`config.mk`:
```
export PLATFORM = sky130hd
export DESIGN_NAME = instruction_fetcher_flat
export DESIGN_NICKNAME = d
export VERILOG_FILES = /design/src/rtl/instruction_fetcher_if.sv /design/src/rtl/instruction_fetcher.sv /design/src/flat_wrapper.sv
export SDC_FILE = /design/constraint.sdc
export NUM_CORES = 1
export LEC_CHECK = 0
export CAP_MARGIN = 10
export CORE_MARGIN = 2
export CORE_UTILIZATION = 44
export DETAILED_ROUTE_END_ITERATION = 10
export PLACE_DENSITY = 0.76
export SLEW_MARGIN = 20
export SYNTH_ARGS = -nofsm -noshare
export SYNTH_HDL_FRONTEND = slang
export SYNTH_SLANG_ARGS = --single-unit
```
`constraint.sdc`:
```
create_clock -name clk_in -period 1.5 [get_ports clk_in]
set_input_delay 0.15 -clock clk_in [delete_from_list [all_inputs] [get_ports clk_in]]
set_output_delay 0.15 -clock clk_in [all_outputs]
set_load 0.005 [all_outputs]
```
`src/rtl/instruction_fetcher_if.sv`:
```
// Fetch-stage bus bundling predictor, instruction-queue, memory-controller and ROB-flush signals.
// Latency: none, pure wiring between the fetcher and its neighbours.
// Backpressure: iq_full, stop_fetching and rdy_in travel towards the fetcher on this bus.
interface instruction_fetcher_if;
    logic        rdy_in;
    logic [31:0] pc_in;
    logic        pc_predict;
    logic        stop_fetching;
    logic        roll_back;
    logic        iq_full;
    logic        mem_req;
    logic [31:0] mem_addr;
    logic        mem_done;
    logic [31:0] mem_data;
    logic        fetch_new_instruction;
    logic [31:0] inst_out;
    logic [31:0] inst_pc;
    logic        inst_predict;

    // Fetcher side.
    modport master (
        input  rdy_in, pc_in, pc_predict, stop_fetching, roll_back, iq_full,
        input  mem_done, mem_data,
        output mem_req, mem_addr,
        output fetch_new_instruction, inst_out, inst_pc, inst_predict
    );

    // Environment side: predictor, instruction queue, memory controller, ROB.
    modport slave (
        output rdy_in, pc_in, pc_predict, stop_fetching, roll_back, iq_full,
        output mem_done, mem_data,
        input  mem_req, mem_addr,
        input  fetch_new_instruction, inst_out, inst_pc, inst_predict
    );
endinterface

```
`src/rtl/instruction_fetcher.sv`:
```
// Instruction fetcher: looks pc_in up in a direct-mapped one-word-per-line I-cache (macro ICACHE_EN), else fetches from memory.
// Latency: hit issues 1 edge after IDLE (1 instr / 2 cycles); miss issues 1 edge after mem_done.
// Backpressure: stop_fetching/iq_full/roll_back hold IDLE; iq_full at mem_done parks the word until the queue frees; rdy_in low freezes everything.
module instruction_fetcher #(
    parameter int ICACHE_LINES = 64
) (
    input  logic                  clk_in,
    input  logic                  rst_in,
    instruction_fetcher_if.master bus
);
    localparam logic [1:0] S_IDLE = 2'd0;
    localparam logic [1:0] S_MISS = 2'd1;
    localparam logic [1:0] S_COOL = 2'd2;

    logic [1:0]  state_q, state_d;
    logic        discard_q, discard_d;
    logic        pending_q, pending_d;
    logic [31:0] pend_data_q, pend_data_d;
    logic [31:0] req_pc_q, req_pc_d;
    logic        req_predict_q, req_predict_d;
    logic        mem_req_q, mem_req_d;
    logic [31:0] mem_addr_q, mem_addr_d;
    logic        fetch_q, fetch_d;
    logic [31:0] inst_out_q, inst_out_d;
    logic [31:0] inst_pc_q, inst_pc_d;
    logic        inst_predict_q, inst_predict_d;

    logic        hit;
    logic [31:0] hit_data;
    logic        fill_en;

`ifdef ICACHE_EN
    localparam int IDX  = $clog2(ICACHE_LINES);
    localparam int TAGW = 30 - IDX;

    logic [ICACHE_LINES-1:0] valid_q;
    logic [TAGW-1:0]         tag_q  [ICACHE_LINES];
    logic [31:0]             data_q [ICACHE_LINES];
    logic [IDX-1:0]          lk_idx;
    logic [IDX-1:0]          fill_idx;

    // Lookup uses the live predicted PC; the fill uses the PC latched at request time.
    assign lk_idx   = bus.pc_in[IDX+1:2];
    assign fill_idx = req_pc_q[IDX+1:2];
    assign hit      = valid_q[lk_idx] && (tag_q[lk_idx] == bus.pc_in[31:IDX+2]);
    assign hit_data = data_q[lk_idx];

    // Valid bits: wiped by reset (including mid-miss), set by each completed fill.
    always_ff @(posedge clk_in) begin
        if (rst_in) begin
            valid_q <= '0;
        end else if (bus.rdy_in && fill_en) begin
            valid_q[fill_idx] <= 1'b1;
        end
    end

    // Tag/data storage: unreset, the valid bits qualify every entry.
    always_ff @(posedge clk_in) begin
        if (!rst_in && bus.rdy_in && fill_en) begin
            tag_q[fill_idx]  <= req_pc_q[31:IDX+2];
            data_q[fill_idx] <= bus.mem_data;
        end
    end
`else
    // No cache: every fetch goes to memory and the line-count parameter has no effect.
    logic [31:0] unused_lines;
    logic        unused_fill;
    assign unused_lines = ICACHE_LINES;
    assign unused_fill  = fill_en;
    assign hit          = 1'b0;
    assign hit_data     = '0;
`endif

    // Next-state logic for the IDLE/MISS/COOL fetch sequence.
    always_comb begin
        state_d        = state_q;
        discard_d      = discard_q;
        pending_d      = pending_q;
        pend_data_d    = pend_data_q;
        req_pc_d       = req_pc_q;
        req_predict_d  = req_predict_q;
        mem_req_d      = mem_req_q;
        mem_addr_d     = mem_addr_q;
        fetch_d        = 1'b0;
        inst_out_d     = inst_out_q;
        inst_pc_d      = inst_pc_q;
        inst_predict_d = inst_predict_q;
        fill_en        = 1'b0;

        case (state_q)
            S_IDLE: begin
                if (!(bus.stop_fetching || bus.iq_full || bus.roll_back)) begin
                    if (hit) begin
                        fetch_d        = 1'b1;
                        inst_out_d     = hit_data;
                        inst_pc_d      = bus.pc_in;
                        inst_predict_d = bus.pc_predict;
                        state_d        = S_COOL;
                    end else begin
                        mem_req_d     = 1'b1;
                        mem_addr_d    = {bus.pc_in[31:2], 2'b00};
                        req_pc_d      = bus.pc_in;
                        req_predict_d = bus.pc_predict;
                        state_d       = S_MISS;
                    end
                end
            end
            S_MISS: begin
                if (pending_q) begin
                    // Word already fetched, waiting for queue space; a flush makes it stale.
                    if (bus.roll_back) begin
                        pending_d = 1'b0;
                        state_d   = S_IDLE;
                    end else if (!bus.iq_full) begin
                        pending_d      = 1'b0;
                        fetch_d        = 1'b1;
                        inst_out_d     = pend_data_q;
                        inst_pc_d      = req_pc_q;
                        inst_predict_d = req_predict_q;
                        state_d        = S_COOL;
                    end
                end else if (bus.mem_done) begin
                    mem_req_d = 1'b0;
                    fill_en   = 1'b1;
                    if (discard_q || bus.roll_back) begin
                        discard_d = 1'b0;
                        state_d   = S_IDLE;
                    end else if (!bus.iq_full) begin
                        fetch_d        = 1'b1;
                        inst_out_d     = bus.mem_data;
                        inst_pc_d      = req_pc_q;
                        inst_predict_d = req_predict_q;
                        state_d        = S_COOL;
                    end else begin
                        pending_d   = 1'b1;
                        pend_data_d = bus.mem_data;
                    end
                end else if (bus.roll_back) begin
                    // The memory request cannot be cancelled; remember to drop its result.
                    discard_d = 1'b1;
                end
            end
            S_COOL: begin
                // One idle edge lets the predictor advance pc_in after the pulse.
                state_d = S_IDLE;
            end
            default: begin
                state_d = S_IDLE;
            end
        endcase
    end

    // State and output registers: reset wins, rdy_in low freezes everything.
    always_ff @(posedge clk_in) begin
        if (rst_in) begin
            state_q        <= S_IDLE;
            discard_q      <= 1'b0;
            pending_q      <= 1'b0;
            pend_data_q    <= '0;
            req_pc_q       <= '0;
            req_predict_q  <= 1'b0;
            mem_req_q      <= 1'b0;
            mem_addr_q     <= '0;
            fetch_q        <= 1'b0;
            inst_out_q     <= '0;
            inst_pc_q      <= '0;
            inst_predict_q <= 1'b0;
        end else if (bus.rdy_in) begin
            state_q        <= state_d;
            discard_q      <= discard_d;
            pending_q      <= pending_d;
            pend_data_q    <= pend_data_d;
            req_pc_q       <= req_pc_d;
            req_predict_q  <= req_predict_d;
            mem_req_q      <= mem_req_d;
            mem_addr_q     <= mem_addr_d;
            fetch_q        <= fetch_d;
            inst_out_q     <= inst_out_d;
            inst_pc_q      <= inst_pc_d;
            inst_predict_q <= inst_predict_d;
        end
    end

    assign bus.mem_req               = mem_req_q;
    assign bus.mem_addr              = mem_addr_q;
    assign bus.fetch_new_instruction = fetch_q;
    assign bus.inst_out              = inst_out_q;
    assign bus.inst_pc               = inst_pc_q;
    assign bus.inst_predict          = inst_predict_q;
endmodule
```
`src/flat_wrapper.sv`:
```
// flat-port wrapper written by rule: the top's interface ports become plain ports
module instruction_fetcher_flat 
#(
    parameter int ICACHE_LINES = 64
)
  (clk_in, rst_in, bus_rdy_in, bus_pc_in, bus_pc_predict, bus_stop_fetching, bus_roll_back, bus_iq_full, bus_mem_done, bus_mem_data, bus_mem_req, bus_mem_addr, bus_fetch_new_instruction, bus_inst_out, bus_inst_pc, bus_inst_predict);
  instruction_fetcher_if bus_i ();
  input  logic clk_in;
  input  logic rst_in;
  input wire logic [$bits(bus_i.rdy_in)-1:0] bus_rdy_in;
  input wire logic [$bits(bus_i.pc_in)-1:0] bus_pc_in;
  input wire logic [$bits(bus_i.pc_predict)-1:0] bus_pc_predict;
  input wire logic [$bits(bus_i.stop_fetching)-1:0] bus_stop_fetching;
  input wire logic [$bits(bus_i.roll_back)-1:0] bus_roll_back;
  input wire logic [$bits(bus_i.iq_full)-1:0] bus_iq_full;
  input wire logic [$bits(bus_i.mem_done)-1:0] bus_mem_done;
  input wire logic [$bits(bus_i.mem_data)-1:0] bus_mem_data;
  output wire logic [$bits(bus_i.mem_req)-1:0] bus_mem_req;
  output wire logic [$bits(bus_i.mem_addr)-1:0] bus_mem_addr;
  output wire logic [$bits(bus_i.fetch_new_instruction)-1:0] bus_fetch_new_instruction;
  output wire logic [$bits(bus_i.inst_out)-1:0] bus_inst_out;
  output wire logic [$bits(bus_i.inst_pc)-1:0] bus_inst_pc;
  output wire logic [$bits(bus_i.inst_predict)-1:0] bus_inst_predict;
  assign bus_i.rdy_in = bus_rdy_in;
  assign bus_i.pc_in = bus_pc_in;
  assign bus_i.pc_predict = bus_pc_predict;
  assign bus_i.stop_fetching = bus_stop_fetching;
  assign bus_i.roll_back = bus_roll_back;
  assign bus_i.iq_full = bus_iq_full;
  assign bus_i.mem_done = bus_mem_done;
  assign bus_i.mem_data = bus_mem_data;
  assign bus_mem_req = bus_i.mem_req;
  assign bus_mem_addr = bus_i.mem_addr;
  assign bus_fetch_new_instruction = bus_i.fetch_new_instruction;
  assign bus_inst_out = bus_i.inst_out;
  assign bus_inst_pc = bus_i.inst_pc;
  assign bus_inst_predict = bus_i.inst_predict;
  instruction_fetcher #(.ICACHE_LINES(ICACHE_LINES)) u_core (.clk_in(clk_in), .rst_in(rst_in), .bus(bus_i));
endmodule
```
==> results.py <==
metrics = {
    "status": {
        "status": "completed",
    },
    "timing": {
        "rsz0062_at_grt": "yes",
        "final_critical_period_ns": 1.45,
        "period_share_pct": 96.9,
        "number_of_pins_exceeding_their_max_slew_limit_in_the_final_report": 0,
        "final.setup_skew_ns": 0.00596,
        "fin_worst_hold_slack_ns": 0.174,
        "achievable-frequency_ghz": 0.688,
        "hold_vio_cnt_final": 0,
        "setup_viol": 0,
    },
    "synthesis": {
        "syn_warnings": 0,
        "avgSynthCellArea_um2": 9.69,
        "synth_cell_type_count": 32,
        "ys_top_cells_by_area": "sky130_fd_sc_hd__dfxtp_1 (42%), sky130_fd_sc_hd__mux2i_1 (15%), sky130_fd_sc_hd__nand2b_1 (13%)",
        "mappedNetlistArea_mm2": 0.00656,
        "yosys.area.top_type": "sky130_fd_sc_hd__dfxtp_1",
        "synth_largest_type_area_fraction_pct": 41.5,
        "seq_area_frac_synth_pct": 41.5,
        "synthesis.instances": 677,
        "synth-seq-cells": 136,
    },
    "worst_hold_path": {
        "worst_hold_startpoint": "rst_in",
        "hold_path_end": "u_core.req_pc_q[16]$_SDFFE_PP0P_",
        "min_delay_path_depth": 3,
        "min_path_type": "in2reg",
    },
    "floorplan": {
        "num_io_pins": 171,
        "placementRows": 44,
        "dieHeight_um": 126,
        "design.core.area_mm2": 0.0145,
        "fp.dieW_um": 126,
        "initial_utilization_pct": 45.1,
        "fp.dieArea_mm2": 0.0159,
    },
    "routing": {
        "routed_via_density": 4.98,
        "drt_pre_antenna_iters": 4,
        "routed-via-count": 5049,
        "overall_routed_net_length_mm": 15.9,
        "remaining_drc_errors": 0,
        "detail_route.wl_per_cell_um": 15.7,
        "number_of_violations_reported_at_the_end_of_detailed_routing_iteration_0": 331,
        "final_antenna_net_count": 0,
    },
    "global_routing": {
        "global_route.overflow_total": 0,
        "globalRouteTotalUtil_pct": 19.7,
        "grt_pass1_vias": 5186,
        "grt_antenna_before_repair": 0,
        "wire_length_of_the_first_global_routing_pass_mm": 25.3,
        "grt_start_max_net_pins": 85,
    },
    "clock_tree": {
        "htree_num_levels": 4,
        "tritoncts": "built",
        "path_clk_slew_ns": 0.06,
        "cts_made_buffers": 17,
        "cts_num_sinks": 136,
        "cts_root_buf": "sky130_fd_sc_hd__clkbuf_16",
        "post_cts_buffers": 0,
        "cts_buffer_depth": 2,
        "insertion_delay_ns": 0.42,
    },
    "setup_path": {
        "arrival_time_at_the_worst_endpoint_ns": 1.30,
        "family_with_the_most_delay_on_the_worst_path": "buffers and inverters",
        "timing.rr.start": "u_core.state_q[1]$_SDFFE_PP0P_",
        "crit_path_max_incr_delay_ns": 0.54,
        "critical_path_buf_inv_count": 1,
        "timing.reg2reg.setup_slack_ns": 0.07,
        "start_kind": "flop",
        "rr_endpoint": "u_core.pend_data_q[11]$_SDFFE_PP0P_",
        "end_kind": "output port",
        "critical_path.slowest_cell": "sky130_fd_sc_hd__clkdlybuf4s50_1",
        "count_of_cells_along_the_worst_register_to_register_path": 5,
        "critical_path_class": "reg2out",
        "critPathRequiredTime_ns": 1.35,
        "critical_path_peak_fanout": 2,
        "path_cells": "clkdlybuf4s50_1",
    },
    "power": {
        "total_power_mw": 8.21,
        "leakage_power_figure_nw": 3.28,
        "power.density_mw_per_mm2": 913,
        "power.ir.vdd_worst_uv": 790,
    },
    "placement": {
        "port_buffers": 168,
        "detailed_place_hpwl_mm": 10.7,
        "gp_congestion": 0.842,
    },
    "final_layout": {
        "synth_to_layout_area_growth_pct": 37.1,
        "layout_common_cells": "sky130_fd_sc_hd__clkdlybuf4s50_1 (160), sky130_fd_sc_hd__nand2b_1 (134), sky130_fd_sc_hd__dfxtp_1 (129)",
        "antenna-diode-count": 0,
        "finish.net_count": 888,
        "mostFrequentLayoutCell": "sky130_fd_sc_hd__clkdlybuf4s50_1",
        "drive_above_1_share_pct": 14.2,
    },
    "flow_run": {
        "drv.max_cap_violation_count": 0,
    },
}
-- power breakdown --
part           internal (mW)  switching (mW)
Clock                   2.28            1.62
Sequential              3.64          0.0187
Combinational          0.372           0.277
Total                   6.29            1.92
-- synth_stat cells, drive strengths merged --
cell and count:
a211oi 1, a21o 1, a21oi 36, a32oi 1, a41oi 1, and2b 1
and3 1, and4b 1, buf 57, clkbuf 30, conb 1, dfxtp 136
inv 1, mux2 32, mux2i 97, nand2b 134, nand3 34, nor2 37
nor2b 34, nor4 1, o2111a 1, o2111ai 1, o21ai 34, o31a 1
o31ai 1, or3 1, or4 1
-- timing repair --
action	CTS	global route
pin swaps	1	2
hold endpoints to repair	0	0
gates resized for setup	2	21
setup endpoints to repair	9	28
cloned	0	3
hold buffers	0	0
-- final cells by class --
class                           instances  area (um2)
Fill cell                            1177        5540
Tap cell                              184         230
Timing Repair Buffer                  206        2150
Clock inverter                         14         125
Clock buffer                           18         429
Multi-Input combinational cell        454        3320
Inverter                                1        3.75
Sequential cell                       136        2730
-- worst max path at each step --
stage                                                        from                              endpoint  slack, ns  cells after the start
finish              u_core.bus.fetch_new_instruction$_SDFFE_PP0P_             bus_fetch_new_instruction       0.05                      1
global route                       u_core.state_q[0]$_SDFFE_PP0P_      u_core.req_pc_q[21]$_SDFFE_PP0P_      -0.03                      5
CTS                           u_core.bus.inst_pc[28]$_SDFFE_PP0P_                       bus_inst_pc[28]    0.00005                      1
detailed placement                                    bus_iq_full      u_core.req_pc_q[19]$_SDFFE_PP0P_      -0.39                      4
global placement                                     bus_mem_done    u_core.bus.inst_pc[2]$_SDFFE_PP0P_      -0.29                      6
floorplan                           u_core.pending_q$_SDFFE_PP0P_  u_core.bus.inst_out[10]$_SDFFE_PP0P_      0.009                      5
-- flip-flops by register name, summed over array words and instances (netlist names) --
signal                            cells
u_core.bus.inst_out                  32
u_core.bus.inst_pc                   32
u_core.pend_data_q                   32
u_core.req_pc_q                      31
u_core.state_q                        2
u_core.bus.fetch_new_instruction      1
u_core.bus.inst_predict               1
u_core.bus.mem_addr                   1
u_core.bus.mem_req                    1
u_core.discard_q                      1
u_core.pending_q                      1
u_core.req_predict_q                  1
-- per-stage QoR --
step                cell area, um2  TNS [ns]  setup slack (ns)  util [%]  cells
global route                  8990   -0.0677           -0.0320      61.9   1013
finish                        8990         0            0.0468      61.9   1013
floorplan                     6560         0           0.00860         -    678
global placement              8320    -33.31            -0.288      57.2    978
detailed placement            8320    -39.71            -0.388      57.2    978
CTS                           8880         0         0.0000538      61.1   1010
-- routing by layer --
layer | part of all wire, % | wire, um | GRT usage [%]
met1 | 43 | 6800 | 23.0
met2 | 50 | 7990 | 34.6
met3 | 5.7 | 902 | 5.52
met4 | 1.4 | 216 | 6.72
met5 | 0 | 0 | 0
-- cell families after synthesis --
family / count (synthesis) / synth area share (%)
other: 1 / 0.0572
AND/OR/NAND/NOR: 245 / 21.7
buffers and inverters: 88 / 8.18
AO/OA/AOI/OAI: 78 / 6.66
multiplexers: 129 / 21.9
flip-flops: 136 / 41.5
(Power assumes the default switching activity.)
